## src/rtl/cpu_pkg.sv

```systemverilog
// cpu_pkg: shared widths, operand-select codes and the pipeline slot record
package cpu_pkg;

  localparam int REG_AW = 3;

  localparam logic [1:0] SEL_REG    = 2'b00;
  localparam logic [1:0] SEL_FWD_B  = 2'b01;
  localparam logic [1:0] SEL_FWD_A  = 2'b10;
  localparam logic [1:0] SEL_FWD_AB = 2'b11;

  typedef struct packed {
    logic              valid;
    logic [REG_AW-1:0] rd;
    logic              rd_we;
    logic              is_load;
  } slot_t;

endpackage

```

## src/rtl/alu_fwd_ctrl_if.sv

```systemverilog
// alu_fwd_ctrl_if: decode-side request and EX/WB slot status of the forwarding controller
interface alu_fwd_ctrl_if #(
  parameter int REG_AW = cpu_pkg::REG_AW
) ();

  logic              id_valid;
  logic [REG_AW-1:0] id_rs1;
  logic [REG_AW-1:0] id_rs2;
  logic              id_rs1_used;
  logic              id_rs2_used;
  logic [REG_AW-1:0] id_rd;
  logic              id_rd_we;
  logic              id_is_load;
  logic              flush;
  logic              ext_stall;
  logic              id_ready;
  logic              ex_valid;
  logic [1:0]        ex_select;
  logic [REG_AW-1:0] ex_rd;
  logic              ex_rd_we;
  logic              wb_valid;
  logic [REG_AW-1:0] wb_rd;
  logic              wb_rd_we;

  modport master (
    output id_valid, id_rs1, id_rs2, id_rs1_used, id_rs2_used, id_rd, id_rd_we,
           id_is_load, flush, ext_stall,
    input  id_ready, ex_valid, ex_select, ex_rd, ex_rd_we, wb_valid, wb_rd, wb_rd_we
  );

  modport slave (
    input  id_valid, id_rs1, id_rs2, id_rs1_used, id_rs2_used, id_rd, id_rd_we,
           id_is_load, flush, ext_stall,
    output id_ready, ex_valid, ex_select, ex_rd, ex_rd_we, wb_valid, wb_rd, wb_rd_we
  );

endinterface

```

## src/rtl/alu_fwd_cmp.sv

```systemverilog
// alu_fwd_cmp: does one decode source read the register the EX instruction is producing
module alu_fwd_cmp #(
  parameter int REG_AW   = cpu_pkg::REG_AW,
  parameter int ZERO_REG = 1
) (
  input  logic              ex_valid_i,
  input  logic              ex_rd_we_i,
  input  logic [REG_AW-1:0] ex_rd_i,
  input  logic              src_used_i,
  input  logic [REG_AW-1:0] src_i,
  output logic              match_o
);

  logic zero_hit;

  // r0 never produces a forwardable value when it is hard-wired
  assign zero_hit = (ZERO_REG != 0) && (ex_rd_i == '0);
  assign match_o  = ex_valid_i & ex_rd_we_i & src_used_i & (src_i == ex_rd_i) & ~zero_hit;

endmodule

```

## src/rtl/alu_fwd_ctrl.sv

```systemverilog
// alu_fwd_ctrl: ID->EX->WB issue/forwarding controller with one-bubble load-use interlock
// Optional ALU_FWD_STATS_EN adds saturating forward and load-use stall counters.
module alu_fwd_ctrl #(
  parameter int REG_AW   = cpu_pkg::REG_AW,
  parameter int ZERO_REG = 1
) (
  input  logic         clk,
  input  logic         rst_n,
  alu_fwd_ctrl_if.slave bus
`ifdef ALU_FWD_STATS_EN
  ,
  output logic [15:0]  fwd_cnt,
  output logic [15:0]  stall_cnt
`endif
);

  import cpu_pkg::*;

  slot_t             ex_q, ex_d;
  logic [1:0]        sel_q, sel_d;
  logic              wb_valid_q;
  logic [REG_AW-1:0] wb_rd_q;
  logic              wb_rd_we_q;
  logic              match_a, match_b, load_use, issue;

  alu_fwd_cmp #(.REG_AW(REG_AW), .ZERO_REG(ZERO_REG)) u_cmp_a (
    .ex_valid_i (ex_q.valid),
    .ex_rd_we_i (ex_q.rd_we),
    .ex_rd_i    (ex_q.rd),
    .src_used_i (bus.id_rs1_used),
    .src_i      (bus.id_rs1),
    .match_o    (match_a)
  );

  alu_fwd_cmp #(.REG_AW(REG_AW), .ZERO_REG(ZERO_REG)) u_cmp_b (
    .ex_valid_i (ex_q.valid),
    .ex_rd_we_i (ex_q.rd_we),
    .ex_rd_i    (ex_q.rd),
    .src_used_i (bus.id_rs2_used),
    .src_i      (bus.id_rs2),
    .match_o    (match_b)
  );

  // a load's result is not on exout yet, so a dependent op waits one slot; flush overrides
  always_comb begin
    load_use = bus.id_valid & ex_q.is_load & (match_a | match_b);
    issue    = bus.id_valid & ~bus.flush & ~load_use;
    ex_d     = issue ? slot_t'{1'b1, bus.id_rd, bus.id_rd_we, bus.id_is_load} : slot_t'('0);
    sel_d    = issue ? {match_a & ~ex_q.is_load, match_b & ~ex_q.is_load} : SEL_REG;
  end

  assign bus.id_ready  = ~bus.ext_stall & (bus.flush | ~load_use);
  assign bus.ex_valid  = ex_q.valid;
  assign bus.ex_select = sel_q;
  assign bus.ex_rd     = ex_q.rd;
  assign bus.ex_rd_we  = ex_q.rd_we;
  assign bus.wb_valid  = wb_valid_q;
  assign bus.wb_rd     = wb_rd_q;
  assign bus.wb_rd_we  = wb_rd_we_q;

  // EX/WB slots advance together and freeze as a whole under ext_stall
  always_ff @(posedge clk or negedge rst_n) begin
    if (!rst_n) begin
      ex_q       <= '0;
      sel_q      <= SEL_REG;
      wb_valid_q <= 1'b0;
      wb_rd_q    <= '0;
      wb_rd_we_q <= 1'b0;
    end else if (!bus.ext_stall) begin
      ex_q       <= ex_d;
      sel_q      <= sel_d;
      wb_valid_q <= ex_q.valid;
      wb_rd_q    <= ex_q.rd;
      wb_rd_we_q <= ex_q.rd_we;
    end
  end

`ifdef ALU_FWD_STATS_EN
  logic [15:0] fwd_cnt_q, fwd_cnt_d, stall_cnt_q, stall_cnt_d;

  // counters saturate instead of wrapping so long runs still read as "at least this many"
  always_comb begin
    fwd_cnt_d   = (issue && sel_d != SEL_REG && fwd_cnt_q != 16'hFFFF) ? fwd_cnt_q + 16'd1 : fwd_cnt_q;
    stall_cnt_d = (load_use && !bus.flush && stall_cnt_q != 16'hFFFF) ? stall_cnt_q + 16'd1 : stall_cnt_q;
  end

  // statistics registers hold with the pipe during ext_stall
  always_ff @(posedge clk or negedge rst_n) begin
    if (!rst_n) begin
      fwd_cnt_q   <= '0;
      stall_cnt_q <= '0;
    end else if (!bus.ext_stall) begin
      fwd_cnt_q   <= fwd_cnt_d;
      stall_cnt_q <= stall_cnt_d;
    end
  end

  assign fwd_cnt   = fwd_cnt_q;
  assign stall_cnt = stall_cnt_q;
`endif

endmodule

```

## src/flat_wrapper.sv

```systemverilog
// flat-port wrapper written by rule: the top's interface ports become plain ports
module alu_fwd_ctrl_flat import cpu_pkg::*;
#(
  parameter int REG_AW   = cpu_pkg::REG_AW,
  parameter int ZERO_REG = 1
)
  (clk, rst_n, bus_id_valid, bus_id_rs1, bus_id_rs2, bus_id_rs1_used, bus_id_rs2_used, bus_id_rd, bus_id_rd_we, bus_id_is_load, bus_flush, bus_ext_stall, bus_id_ready, bus_ex_valid, bus_ex_select, bus_ex_rd, bus_ex_rd_we, bus_wb_valid, bus_wb_rd, bus_wb_rd_we);
  alu_fwd_ctrl_if #(.REG_AW(REG_AW)) bus_i ();
  input  logic clk;
  input  logic rst_n;
  input wire logic [$bits(bus_i.id_valid)-1:0] bus_id_valid;
  input wire logic [$bits(bus_i.id_rs1)-1:0] bus_id_rs1;
  input wire logic [$bits(bus_i.id_rs2)-1:0] bus_id_rs2;
  input wire logic [$bits(bus_i.id_rs1_used)-1:0] bus_id_rs1_used;
  input wire logic [$bits(bus_i.id_rs2_used)-1:0] bus_id_rs2_used;
  input wire logic [$bits(bus_i.id_rd)-1:0] bus_id_rd;
  input wire logic [$bits(bus_i.id_rd_we)-1:0] bus_id_rd_we;
  input wire logic [$bits(bus_i.id_is_load)-1:0] bus_id_is_load;
  input wire logic [$bits(bus_i.flush)-1:0] bus_flush;
  input wire logic [$bits(bus_i.ext_stall)-1:0] bus_ext_stall;
  output wire logic [$bits(bus_i.id_ready)-1:0] bus_id_ready;
  output wire logic [$bits(bus_i.ex_valid)-1:0] bus_ex_valid;
  output wire logic [$bits(bus_i.ex_select)-1:0] bus_ex_select;
  output wire logic [$bits(bus_i.ex_rd)-1:0] bus_ex_rd;
  output wire logic [$bits(bus_i.ex_rd_we)-1:0] bus_ex_rd_we;
  output wire logic [$bits(bus_i.wb_valid)-1:0] bus_wb_valid;
  output wire logic [$bits(bus_i.wb_rd)-1:0] bus_wb_rd;
  output wire logic [$bits(bus_i.wb_rd_we)-1:0] bus_wb_rd_we;
  assign bus_i.id_valid = bus_id_valid;
  assign bus_i.id_rs1 = bus_id_rs1;
  assign bus_i.id_rs2 = bus_id_rs2;
  assign bus_i.id_rs1_used = bus_id_rs1_used;
  assign bus_i.id_rs2_used = bus_id_rs2_used;
  assign bus_i.id_rd = bus_id_rd;
  assign bus_i.id_rd_we = bus_id_rd_we;
  assign bus_i.id_is_load = bus_id_is_load;
  assign bus_i.flush = bus_flush;
  assign bus_i.ext_stall = bus_ext_stall;
  assign bus_id_ready = bus_i.id_ready;
  assign bus_ex_valid = bus_i.ex_valid;
  assign bus_ex_select = bus_i.ex_select;
  assign bus_ex_rd = bus_i.ex_rd;
  assign bus_ex_rd_we = bus_i.ex_rd_we;
  assign bus_wb_valid = bus_i.wb_valid;
  assign bus_wb_rd = bus_i.wb_rd;
  assign bus_wb_rd_we = bus_i.wb_rd_we;
  alu_fwd_ctrl #(.REG_AW(REG_AW), .ZERO_REG(ZERO_REG)) u_core (.clk(clk), .rst_n(rst_n), .bus(bus_i));
endmodule
```

## config.mk

```make
export PLATFORM = sky130hd
export DESIGN_NAME = alu_fwd_ctrl_flat
export DESIGN_NICKNAME = d
export VERILOG_FILES = /design/src/rtl/cpu_pkg.sv /design/src/rtl/alu_fwd_ctrl_if.sv /design/src/rtl/alu_fwd_cmp.sv /design/src/rtl/alu_fwd_ctrl.sv /design/src/flat_wrapper.sv
export SDC_FILE = /design/constraint.sdc
export NUM_CORES = 1
export LEC_CHECK = 0
export CORE_ASPECT_RATIO = 0.9
export CORE_MARGIN = 1.5
export CORE_UTILIZATION = 42
export DETAILED_ROUTE_END_ITERATION = 8
export GPL_TIMING_DRIVEN = 0
export PLACE_DENSITY = 0.81
export REMOVE_ABC_BUFFERS = 1
export SLEW_MARGIN = 25
export SYNTH_ARGS = -nofsm -noshare
export SYNTH_HDL_FRONTEND = slang
export SYNTH_SLANG_ARGS = --single-unit
export TNS_END_PERCENT = 50
```

## constraint.sdc

```tcl
create_clock -name clk -period 3.22 [get_ports clk]
set_input_delay 0.322 -clock clk [delete_from_list [all_inputs] [get_ports clk]]
set_output_delay 0.322 -clock clk [all_outputs]
set_load 0.02 [all_outputs]
```

After elaboration in Yosys (flattened, before gate mapping)

Index checks and enable logic that the tools add are counted.

Word-level logic and storage cells: 34
Output and inout port bits: 13
Register bits: 13

Equality and inequality tests: 2
Multiplexer cells: 2
Reduce and logical (&&, ||, !) cells: 1
Bitwise logic cells: 21

Operators by type and width:

| cell              | number |
|---|---|
| 1-bit AND         | 14 |
| 3-bit == test     | 2 |
| 6-bit two-way mux | 1 |
| 1-bit NOT         | 5 |
| 3-bit logical NOT | 1 |
| 2-bit two-way mux | 1 |
| 1-bit bitwise OR  | 2 |

Depth between registers and ports, before layout

Depth after elaboration: 9
Depth in mapped cells: 6
Depth with buffers taken out: 5

Cells and area by module

Synthesis repeated with hierarchy kept, for this count alone.

Cells, all modules: 67
Area total of the unflattened synthesis: 759.5 um^2

Modules (own cells, without submodules):

| module       | cells an instance | times used | area an instance (um^2) | seq. area each (um^2) |
|---|---|---|---|---|
| alu_fwd_ctrl | 51                | 1          | 641.9                   | 325.3 |
| alu_fwd_cmp  | 8                 | 2          | 58.8                    | 0.0 |

Worst setup path after synthesis

OpenSTA, ideal clock, no wires.

Kind: reg-to-output
From: register u_core.ex_q, in the netlist u_core.bus.ex_rd[2]
To: output bus_id_ready
Path slack: 1,035 ps
Stages on the path, launching flop included: 7
Arrival: 1,863 ps
Cell sequence: dfrtp_1 > buf_6 > or3b_1 > a211o_1 > a211o_1 > a21boi_4 > a31oi_1

Cells in the longest elaborated chain, start to end: 8
Elaborated cells on any way between the ends: 13

RTL lines:

| element                                            | RTL line                             | source |
|---|---|---|
| start, declared                                    | alu_fwd_ctrl.sv:19                   | `slot_t ex_q, ex_d;` |
| start signal, assigned                             | alu_fwd_ctrl.sv:64                   | `ex_q <= '0;` |
| start signal, assigned                             | alu_fwd_ctrl.sv:70                   | `ex_q <= ex_d;` |
| 3-bit == test or 3-bit logical NOT (tied branches) | alu_fwd_cmp.sv:18, alu_fwd_cmp.sv:17 |  |
| 1-bit AND or 1-bit NOT (tied branches)             | alu_fwd_cmp.sv:18                    | `assign match_o = ex_valid_i & ex_rd_we_i & src_used_i & (src_i == ex_rd_i) & ~zero_hit;` |
| 1-bit AND                                          | alu_fwd_cmp.sv:18                    |  |
| 1-bit bitwise OR *                                 | alu_fwd_ctrl.sv:46                   | `load_use = bus.id_valid & ex_q.is_load & (match_a \| match_b);` |
| 1-bit AND *                                        | alu_fwd_ctrl.sv:46                   |  |
| 1-bit NOT *                                        | alu_fwd_ctrl.sv:52                   | `assign bus.id_ready = ~bus.ext_stall & (bus.flush \| ~load_use);` |
| 1-bit bitwise OR *                                 | alu_fwd_ctrl.sv:52                   |  |
| 1-bit AND *                                        | alu_fwd_ctrl.sv:52                   |  |
| end, declared                                      | flat_wrapper.sv:21                   | `output wire logic [$bits(bus_i.id_ready)-1:0] bus_id_ready;` |

Mark *: on every way between the ends. The rest lies on a longest branch, timed or not.

Final worst setup path

Same ends and word-level chain as after synthesis.

==> report_table.html <==
<table>
<tr><th>Metric</th><th>Value</th></tr>
<tr><th colspan="2">Clock network</th></tr>
<tr><td>Cell at the root of the clock tree</td><td>clkbuf_4</td></tr>
<tr><td>CTS tree</td><td>yes</td></tr>
<tr><td>H-tree depth reported by CTS</td><td>1</td></tr>
<tr><td>Maximum count of clock buffers along a single path</td><td>2</td></tr>
<tr><td>Hold_buf cts</td><td>0</td></tr>
<tr><td>Post-CTS setup-driven buffer insertion count</td><td>0</td></tr>
<tr><td>TritonCTS buffer count</td><td>3</td></tr>
<tr><td>Clock transition at path regs</td><td>around 0.08 ns</td></tr>
<tr><td>Cts repair resizes</td><td>0</td></tr>
<tr><td>Total number of clock tree sinks</td><td>13</td></tr>
<tr><td>Clk Latency, worst-skew pair</td><td>0.27 ns</td></tr>
<tr><th colspan="2">Setup path</th></tr>
<tr><td>Capturing element type of the critical path</td><td>output pin</td></tr>
<tr><td>Crit path DAT</td><td>2.69 ns</td></tr>
<tr><td>Startpoint types</td><td>flop</td></tr>
<tr><td>Crit-path cells</td><td>or3b_1 &gt; a211o_1 &gt; a211o_1 &gt; a21boi_4 &gt; a31oi_1 &gt; clkdlybuf4s50_1</td></tr>
<tr><td>Combined buffer and inverter count along the critical path</td><td>1</td></tr>
<tr><td>Critical path's slowest cell</td><td>clkdlybuf4s50_1</td></tr>
<tr><td>Category of the critical setup timing path</td><td>flop to output pin</td></tr>
<tr><td>Minimum setup slack among reg-to-reg paths</td><td>roughly 1.3 ns</td></tr>
<tr><td>Crit path capture</td><td>bus_id_ready</td></tr>
<tr><td>Reg2reg start</td><td>u_core.bus.ex_rd[2]$_DFFE_PN0N_</td></tr>
<tr><td>Destination of the worst register-to-register timing path</td><td>u_core.bus.ex_rd[1]$_DFFE_PN0N_</td></tr>
<tr><td>Critical-path maximum fanout</td><td>8</td></tr>
<tr><td>Most Frequent Cell on Critical Path</td><td>a211o_1</td></tr>
<tr><td>Required time at the endpoint of the critical path</td><td>a little under 3 ns</td></tr>
<tr><td>Crit. path cell count</td><td>6</td></tr>
<tr><td>Critical Path Max Stage Delay</td><td>about 0.56 ns</td></tr>
<tr><td>Critical path origin</td><td>u_core.bus.ex_rd[2]$_DFFE_PN0N_</td></tr>
<tr><td>Number of cells on the worst reg-to-reg path</td><td>5</td></tr>
<tr><td>Cell family with most CP delay</td><td>compound AO/OA/AOI/OAI gates</td></tr>
<tr><th colspan="2">Finish</th></tr>
<tr><td>Count of nets after finishing</td><td>approximately 120</td></tr>
<tr><td>Area Growth Syn to Fin</td><td>46.5%</td></tr>
<tr><td>Final core utilization</td><td>0.666</td></tr>
<tr><td>Area used by multi-input combinational logic</td><td>299 µm²</td></tr>
<tr><td>Fill cell instance count of the final layout</td><td>around 120</td></tr>
<tr><td>Inserted Diodes</td><td>0</td></tr>
<tr><td>Fraction of layout cells with a size suffix above 1</td><td>0.0938</td></tr>
<tr><td>Sequential cell area in the final layout</td><td>325 µm²</td></tr>
<tr><th colspan="2">STA</th></tr>
<tr><td>Largest clock skew in the final design</td><td>approximately 0.0037 ns</td></tr>
<tr><td>Number of pins with negative max-slew slack in the final report</td><td>0</td></tr>
<tr><td>Achievable Freq</td><td>0.333 GHz</td></tr>
<tr><td>Final hold violation count</td><td>0</td></tr>
<tr><td>Slew at the pin closest to its max-slew limit</td><td>0.742 ns</td></tr>
<tr><td>Max transition margin</td><td>0.504</td></tr>
<tr><td>Unrepaired setup endpoints after global routing</td><td>false</td></tr>
<tr><td>Minimum clock period after layout</td><td>3.01 ns</td></tr>
<tr><td>Final Setup Violations</td><td>0</td></tr>
<tr><td>Final worst-path cycle share</td><td>0.934</td></tr>
<tr><td>Final TNS setup</td><td>0 ns</td></tr>
<tr><th colspan="2">Global routing</th></tr>
<tr><td>All-layer global routing usage</td><td>0.164</td></tr>
<tr><td>Initial antenna violation count</td><td>0</td></tr>
<tr><td>Pin count of the biggest net entering global routing</td><td>16</td></tr>
<tr><td>Leftover overflow at the end of global routing</td><td>0</td></tr>
<tr><td>First-pass GRT wire length</td><td>roughly 2100 µm</td></tr>
<tr><td>Number of global-route vias before repair</td><td>507</td></tr>
<tr><th colspan="2">Logic synthesis</th></tr>
<tr><td>Synthesized-area fraction occupied by and/or/nand/nor cells</td><td>0.167</td></tr>
<tr><td>Area of the mapped netlist</td><td>673 µm²</td></tr>
<tr><td>Mux contribution to synthesized area</td><td>0.0836</td></tr>
<tr><td>Sequential-to-total area share from yosys stat</td><td>0.483</td></tr>
<tr><td>Compound-Gate Fraction of Synth Area</td><td>0.141</td></tr>
<tr><td>Xor/xnor cell area share of the yosys netlist</td><td>0.0520</td></tr>
<tr><td>Yosys Warn Count</td><td>0</td></tr>
<tr><td>Avg Inst Size Synth</td><td>9.90 µm²</td></tr>
<tr><td>Count of distinct cell types in the synthesized netlist</td><td>21</td></tr>
<tr><td>Count of mapped cells out of synthesis</td><td>just under 70</td></tr>
<tr><td>Adder and majority cell fraction of the synthesized area</td><td>0</td></tr>
<tr><td>Seq cells post-synth</td><td>13</td></tr>
<tr><td>Combinational family with the most area after synthesis</td><td>simple AND/OR/NAND/NOR gates</td></tr>
<tr><th colspan="2">Power and ir drop</th></tr>
<tr><td>Power Total</td><td>between 0.3 and 0.4 mW</td></tr>
<tr><td>Leak Pwr</td><td>0.400 nW</td></tr>
<tr><td>Cell area power density</td><td>364 mW/mm²</td></tr>
<tr><td>Peak supply drop</td><td>between 0.0003 and 0.0004 V</td></tr>
<tr><th colspan="2">Routing</th></tr>
<tr><td>Overall routed net length</td><td>1400 µm</td></tr>
<tr><td>Wire per inst</td><td>about 12 µm</td></tr>
<tr><td>Number of nets with antenna violations after detailed routing</td><td>0</td></tr>
<tr><td>Detailed-route DRC error count</td><td>0</td></tr>
<tr><td>First-pass iteration count of the detailed router</td><td>4</td></tr>
<tr><td>DR vias</td><td>577</td></tr>
<tr><td>DRC marker count from the first detailed-route iteration</td><td>12</td></tr>
<tr><td>Per-cell via count in the routed design</td><td>4.89</td></tr>
<tr><th colspan="2">Placement</th></tr>
<tr><td>Total of buffers placed on input and output ports</td><td>30</td></tr>
<tr><td>Placer congestion estimate</td><td>0.699</td></tr>
<tr><td>Estimated wirelength of the detail-placed design</td><td>1040 µm</td></tr>
<tr><th colspan="2">Floorplanning</th></tr>
<tr><td>Die Wd</td><td>45.2 µm</td></tr>
<tr><td>Starting density of the core</td><td>0.455</td></tr>
<tr><td>Placement row count</td><td>13</td></tr>
<tr><td>Y dimension of the die</td><td>41.0 µm</td></tr>
<tr><td>Die area</td><td>approximately 0.0019 mm²</td></tr>
<tr><td>Core box area</td><td>0.00148 mm²</td></tr>
<tr><td>Boundary Pins</td><td>31</td></tr>
<tr><th colspan="2">Job</th></tr>
<tr><td>Number of maximum-capacitance constraint violations</td><td>0</td></tr>
<tr><th colspan="2">Hold path</th></tr>
<tr><td>Hold crit path type</td><td>input port to asynchronous set/reset pin</td></tr>
<tr><th colspan="2">Run status</th></tr>
<tr><td>Outcome</td><td>finished, final reports clean</td></tr>
</table>
## cells by family (layout without fill, tap and decap cells)
group                  after synthesis  in the layout
AO/OA/AOI/OAI                       14             14
multiplexers                         5              5
XOR/XNOR                             4              4
buffers and inverters                8             36
flip-flops                          13             13
AND/OR/NAND/NOR                     24             24
## synth_stat cells
library cell	instances	area, µm²
a211o_1	2	17.5
a211oi_1	1	7.51
a21boi_4	1	18.8
a31oi_1	1	6.26
and3_1	1	6.26
buf_4	3	22.5
buf_6	1	11.3
clkbuf_1	2	7.51
dfrtp_1	13	325
inv_1	2	7.51
mux2_2	5	56.3
nand2_1	15	56.3
nand2b_1	1	6.26
nand3_1	3	15.0
nor2_1	1	3.75
nor3b_1	1	7.51
o21ai_0	2	10.0
o21ai_1	7	35.0
or3b_1	2	17.5
xnor2_1	2	17.5
xor2_1	2	17.5
## report_power, final
group / leakage, nW / internal [mW] / switching (mW)
Clock: 0.0150 / 0.0479 / 0.0495
Combinational: 0.209 / 0.0463 / 0.0327
Sequential: 0.175 / 0.173 / 0.00982
Total: 0.400 / 0.267 / 0.0919
## per-stage QoR
step / hold WS [ns] / area [µm²] / worst slack [ns] / std cells
2_1_floorplan: 0.0264 / 632 / 0.990 / 62
3_3_place_gp: 0.472 / 960 / 0.234 / 114
3_5_place_dp: 0.476 / 960 / 0.233 / 114
4_1_cts: 0.420 / 986 / 0.188 / 118
5_1_grt: 0.456 / 986 / 0.0821 / 118
6_report: 0.414 / 986 / 0.213 / 118
## layout by cell type, fill, tap and decap left out, types with 3 or more instances in the layout
| cell | instances |
|---|---|
| clkbuf_4 | 3 |
| clkdlybuf4s50_1 | 30 |
| dfrtp_1 | 13 |
| mux2_2 | 5 |
| nand2_1 | 15 |
| nand3_1 | 3 |
| o21ai_1 | 7 |
## worst min path at each step
stage | cells after the start | endpoint
6_report | 1 | u_core.bus.ex_select[1]$_DFFE_PN0N_
5_1_grt | 1 | u_core.bus.ex_select[1]$_DFFE_PN0N_
4_1_cts | 1 | u_core.bus.ex_select[1]$_DFFE_PN0N_
3_5_place_dp | 2 | u_core.bus.ex_select[1]$_DFFE_PN0N_
3_3_place_gp | 2 | u_core.bus.ex_select[0]$_DFFE_PN0N_
2_1_floorplan | 0 | u_core.bus.ex_rd[0]$_DFFE_PN0N_
## per-layer routing
layer / GRT usage / up-vias / routed length, µm
li1: - / 287 / -
met1: 0.223 / 268 / 671
met2: 0.264 / 22 / 645
met3: 0.0264 / 0 / 79
met4: 0.0662 / 0 / 0
met5: 0 / - / 0
## registers in the layout, summed over array words and instances, names as in the netlist
| name | cells |
|---|---|
| u_core.bus.ex_rd | 3 |
| u_core.bus.wb_rd | 3 |
| u_core.bus.ex_select | 2 |
| u_core.bus.ex_rd_we | 1 |
| u_core.bus.ex_valid | 1 |
| u_core.bus.wb_rd_we | 1 |
| u_core.bus.wb_valid | 1 |
| u_core.ex_q | 1 |
## layout make-up
class / count / area share
repair buffers: 30 / 0.305
multi-input cells: 47 / 0.303
flip-flops and latches: 13 / 0.330
clock buffers: 4 / 0.0266
inverters: 2 / 0.00761
well taps: 22 / 0.0279
(Power assumes the default switching activity.)
